$ cat src/rtl/timer_bank_pkg.sv
// Shared definitions for the multi-channel countdown timer bank.
// Command encodings, default widths and the per-channel state type.
package timer_bank_pkg;

    localparam int W_DEF = 16;
    localparam int N_DEF = 4;
    localparam int S_DEF = 2;
    localparam int P_DEF = 8;

    localparam logic [1:0] CMD_NOP   = 2'b00;
    localparam logic [1:0] CMD_LOAD  = 2'b01;
    localparam logic [1:0] CMD_STOP  = 2'b10;
    localparam logic [1:0] CMD_START = 2'b11;

    typedef enum logic [1:0] {
        CH_IDLE   = 2'b00,
        CH_RUN    = 2'b01,
        CH_PAUSED = 2'b10
    } ch_state_e;

endpackage

$ cat src/rtl/timer_channel.sv
// One countdown channel: count, reload, mode, run state and expiry flop.
// Commands for this channel override a coincident prescaler tick.
module timer_channel
    import timer_bank_pkg::*;
#(
    parameter int W = W_DEF
) (
    input  logic         clock,
    input  logic         reset,
    input  logic         tick,
    input  logic         load,
    input  logic         stop,
    input  logic         start,
    input  logic [W-1:0] value,
    input  logic         periodic,
    output logic [W-1:0] count,
    output logic         active,
    output logic         expire
);

    ch_state_e    state;
    logic [W-1:0] reload;
    logic         mode;
    logic         run_tick;

    assign active   = (state == CH_RUN);
    assign run_tick = tick && (state == CH_RUN) && !(load || stop || start);

    // Channel state, count and one-clock expiry pulse
    always_ff @(posedge clock) begin
        if (!reset) begin
            state  <= CH_IDLE;
            count  <= '0;
            reload <= '0;
            mode   <= 1'b0;
            expire <= 1'b0;
        end else begin
            expire <= 1'b0;
            unique case (1'b1)
                load: begin
                    reload <= value;
                    count  <= value;
                    mode   <= periodic;
                    state  <= (value != '0) ? CH_RUN : CH_IDLE;
                end
                stop: begin
                    if (state == CH_RUN) state <= CH_PAUSED;
                end
                start: begin
                    if (count != '0) state <= CH_RUN;
                end
                run_tick: begin
                    if (count > W'(1)) begin
                        count <= count - W'(1);
                    end else if (count == W'(1)) begin
                        expire <= 1'b1;
                        if (mode && reload != '0) begin
                            count <= reload;
                        end else begin
                            count <= '0;
                            state <= CH_IDLE;
                        end
                    end
                end
                default: ;
            endcase
        end
    end

endmodule

$ cat src/rtl/timer_bank.sv
// N-channel countdown timer bank with a shared tick prescaler.
// Software addresses one channel per clock through sel/cmd.
module timer_bank
    import timer_bank_pkg::*;
#(
    parameter int W = W_DEF,
    parameter int N = N_DEF,
    parameter int S = S_DEF,
    parameter int P = P_DEF
) (
    input  logic         clock,
    input  logic         reset,
    input  logic [P-1:0] div,
    input  logic [S-1:0] sel,
    input  logic [1:0]   cmd,
    input  logic [W-1:0] value,
    input  logic         periodic,
    output logic [W-1:0] rdata,
    output logic [N-1:0] active,
    output logic [N-1:0] expire
);

    logic [P-1:0] pre;
    logic         tick;
    logic [N-1:0] load;
    logic [N-1:0] stop;
    logic [N-1:0] start;
    logic [W-1:0] count [N];
    logic [W-1:0] rd_next;

    assign tick = (pre == '0);

    // Prescaler: a new divisor is picked up only when pre reloads
    always_ff @(posedge clock) begin
        if (!reset) begin
            pre <= '0;
        end else if (tick) begin
            pre <= div;
        end else begin
            pre <= pre - P'(1);
        end
    end

    // Command decode; out-of-range sel matches no channel
    always_comb begin
        load  = '0;
        stop  = '0;
        start = '0;
        for (int i = 0; i < N; i++) begin
            if (int'(sel) == i) begin
                load[i]  = (cmd == CMD_LOAD);
                stop[i]  = (cmd == CMD_STOP);
                start[i] = (cmd == CMD_START);
            end
        end
    end

    // Read mux; out-of-range sel reads zero
    always_comb begin
        rd_next = '0;
        for (int i = 0; i < N; i++) begin
            if (int'(sel) == i) rd_next = count[i];
        end
    end

    for (genvar i = 0; i < N; i++) begin : g_ch
        timer_channel #(
            .W(W)
        ) u_ch (
            .clock   (clock),
            .reset   (reset),
            .tick    (tick),
            .load    (load[i]),
            .stop    (stop[i]),
            .start   (start[i]),
            .value   (value),
            .periodic(periodic),
            .count   (count[i]),
            .active  (active[i]),
            .expire  (expire[i])
        );
    end

    // Registered readback of the pre-update count
    always_ff @(posedge clock) begin
        if (!reset) begin
            rdata <= '0;
        end else begin
            rdata <= rd_next;
        end
    end

endmodule

$ cat config.mk
export PLATFORM = sky130hd
export DESIGN_NAME = timer_bank
export DESIGN_NICKNAME = d
export VERILOG_FILES = /design/src/rtl/timer_bank_pkg.sv /design/src/rtl/timer_channel.sv /design/src/rtl/timer_bank.sv
export SDC_FILE = /design/constraint.sdc
export NUM_CORES = 1
export LEC_CHECK = 0
export BUFFER_PORTS_ARGS = -buffer_cell sky130_fd_sc_hd__clkbuf_2
export CAP_MARGIN = 30
export CORE_AREA = 8 8 142 144
export DETAILED_ROUTE_END_ITERATION = 12
export DIE_AREA = 0 0 150 152
export PLACE_DENSITY = 0.72
export SYNTH_ARGS = -nofsm -noshare
export SYNTH_HDL_FRONTEND = slang
export SYNTH_SLANG_ARGS = --single-unit
$ cat constraint.sdc
create_clock -name clock -period 2.7 [get_ports clock]
set_input_delay 0.405 -clock clock [delete_from_list [all_inputs] [get_ports clock]]
set_output_delay 0.405 -clock clock [all_outputs]
set_load 0.03 [all_outputs]
==> results by group <==
Clock tree
  – CTS clk-pin slew, worst paths: approximately 70 ps
  – CTS Buf Count: 17
  – H-tree levels: 4
  – Clock insertion delay at the later pin of the skew report: between 400 and 500 ps
  – Clk root buf: clkbuf_16
  – Max Root-Sink Buffers: 2
  – Total clock sinks: between 150 and 200
  – CTS tree: done

STA
  – Final max-slew violation count: 0
  – Post-route minimum period: about 2600 ps
  – Endpoints failing setup: 0
  – Worst Max-Slew Pin Slew: 761 ps
  – Final hold violations: 0
  – Setup TNS: 0 ps
  – Worst clock skew: ~11 ps
  – Fmax: roughly 380 MHz
  – Final cycle utilization of the critical path: 0.967
  – Worst slew margin: 0.486
  – Unrepaired setup endpoints after global routing: true
  – WHS: between 200 and 250 ps

Drt
  – Vias per Instance: roughly 6.7
  – Total Wirelength: approximately 35,000 um
  – DRT Pass-1 Iters: 6
  – Routed length per instance: between 20 and 25 um
  – DRC viols: 0
  – Drt first-iter violations: between 1,500 and 2,000
  – Final ANT Viol Nets: 0
  – Vias: 10,400

Synth
  – Syn Area/Cell: ~8 um^2
  – Ys async rst share: 0
  – Syn. warnings: 0
  – Synthesized cell area: roughly 10000 um^2
  – Top-area cell type share of the netlist area: 0.340
  – Synth area leader: dfxtp_1
  – Synth top area cells: dfxtp_1, nand2_1, a21boi_0
  – Post-synthesis cell count: 1,246
  – Synth Register Bits: 168
  – Syn_nets: 1,290
  – Top FF cell, synth: dfxtp_1
  – Post-synthesis sequential area ratio: 0.340
  – EDFF count, synth: 0
  – Synth unique cells: 85

Min path
  – HP Class: in2reg
  – Hold Path Stages: 2
  – Hold endpoint: pre[3]
  – HP Start: div[3]

Worst setup path
  – Worst path slowest cell: o31ai_2
  – Worst r2r src: g_ch[0].u_ch.count[14]
  – R2R setup slack: 90 ps
  – Worst Reg-to-Reg Cells: 7
  – Worst path top cell family by delay: simple AND/OR/NAND/NOR gates
  – WS Path Type: reg2reg
  – Critical Path RT: 3020 ps
  – CP Buf/Inv Count: 1
  – Critical path fanouts, max: 9
  – CP Depth: 7
  – Worst R2R End: g_ch[0].u_ch.count[14]
  – Worst path cell trace: nor4_1 -> nand3_1 -> o31ai_2 -> nand2_2 -> buf_4 -> o21ai_0 -> a21oi_1
  – CP max stage delay: between 500 and 600 ps
  – CP arrival: between 2000 and 3000 ps
  – Endpoint type of the worst setup path: register
  – Setup crit start kind: register

Layout
  – Most frequent cells in the layout: nand2_1, dfxtp_1, buf_4
  – Fillers: 1,564
  – Layout cells sized above 1: 0.184
  – Non-filler cells, final: roughly 1,600
  – Most common cell after layout, fill and taps aside: nand2_1
  – Nets: 1,362
  – N_diodes: 0
  – Final Util: 0.645
  – Final Instance Area: 11,500 um^2
  – Area delta synth->final: 16.1%

GRT
  – Number of global-route vias before repair: between 9,000 and 10,000
  – Wire length of the first global-routing pass: between 50,000 and 60,000 um
  – Gr ovfl total: 0
  – Total Routing Usage GR: 0.310
  – Largest net degree at the start of global routing: between 60 and 70
  – Initial antenna violation count: 0

Power and ir drop
  – P_leak: ~4.6 nW
  – Peak VDD IR: just over 0.0005 V
  – PD cells: between 700 and 800 nW/um^2

Floorplan
  – DIE WIDTH: 150 um
  – IO Pins: 55
  – Core Box Area: 17,800 um^2
  – Die Ht: approximately 150 um
  – Die area: 22,800 um^2
  – Row count: slightly below 50
  – Starting density of the core: 0.556

Place
  – Post-DP HPWL: approximately 25,000 um
  – Port Buf Inserts: between 50 and 60
  – Placed Area: 10,800 um^2
  – GPL Wtd Cong: around 1.0
  – Placed insts: 1,524

Status
  – Run status: finished, final reports clean

Run
  – Max-cap violation count: 0
==> sequential cells by signal (all words and copies together) (netlist names) <==
name	flops
g_ch.u_ch.mode	4
g_ch.u_ch.state	8
g_ch.u_ch.count	64
rdata	16
g_ch.u_ch.reload	64
g_ch.u_ch.expire	4
pre	8
==> layout make-up <==
| type | instances | area, um^2 | share of cell area |
|---|---|---|---|
| Inverter | 23 | 86.3 | 0.00753 |
| Clock inverter | 13 | 190 | 0.0166 |
| Timing Repair Buffer | 160 | 1090 | 0.0954 |
| Clock buffer | 19 | 453 | 0.0395 |
| Tap cell | 229 | 287 | 0.0250 |
| Sequential cell | 168 | 3360 | 0.293 |
| Multi-Input combinational cell | 948 | 6000 | 0.523 |
==> through the flow <==
stage | power [mW] | worst slack [ps]
detailed placement | 5.94 | 77.8
CTS | 8.60 | 58.8
global placement | 5.91 | 163
finish | 8.71 | 88.1
global route | 9.09 | -44.5
floorplan | 5.05 | 169
==> cells in the mapped netlist, types with 14 or more instances <==
master    number
a21oi_1       64
o21ai_0       55
or4_1         14
inv_1         23
nor3_1        32
clkbuf_1      80
mux4_2        16
nor2_1        63
and2_1        24
dfxtp_1      168
o22ai_1       20
o211ai_1      16
nand3_1       34
a21boi_0      67
or3_1         17
nor4_1        39
nand4_1       17
nand2_1      237
xor2_1        18
==> metal layers <==
metal	up-vias	GRT usage	share of wire
li1	4700	-	-
met1	4880	0.401	0.39
met2	639	0.469	0.43
met3	161	0.0636	0.11
met4	0	0.176	0.067
met5	-	0	0
==> power breakdown <==
| group | internal, mW | switching [mW] |
|---|---|---|
| combinational | 1.19 | 1.96 |
| sequential | 2.66 | 0.197 |
| clock | 1.61 | 1.09 |
==> cells by family (layout without fill, tap and decap cells) <==
family          Yosys count  after routing  share of synthesized area
mux                      19             19                     0.0396
xor+xnor                 29             29                     0.0257
fa+ha+maj                13             13                     0.0165
compound gates          360            360                      0.260
buf+inv                 130            215                     0.0570
simple gates            527            527                      0.260
flops                   168            168                      0.340
==> what timing repair did <==
| action | CTS | global route |
|---|---|---|
| buffers inserted | 0 | 4 |
| hold buffers | 0 | 0 |
| resized for setup | 0 | 7 |
| hold endpoints to repair | 0 | 0 |
| setup endpoints to repair | 0 | 24 |
==> worst max path at each step <==
stage / from / endpoint / slack, ps
after floorplan: g_ch[3].u_ch.count[12] / g_ch[3].u_ch.count[11] / 170
after global placement: pre[0] / g_ch[1].u_ch.count[15] / 160
after detailed placement: pre[0] / g_ch[1].u_ch.count[15] / 80
after CTS: pre[0] / g_ch[1].u_ch.count[15] / 60
after global routing: pre[0] / g_ch[0].u_ch.count[12] / -40
final: g_ch[0].u_ch.count[14] / g_ch[0].u_ch.count[14] / 90
No activity file was read; power rests on OpenSTA's default activity.
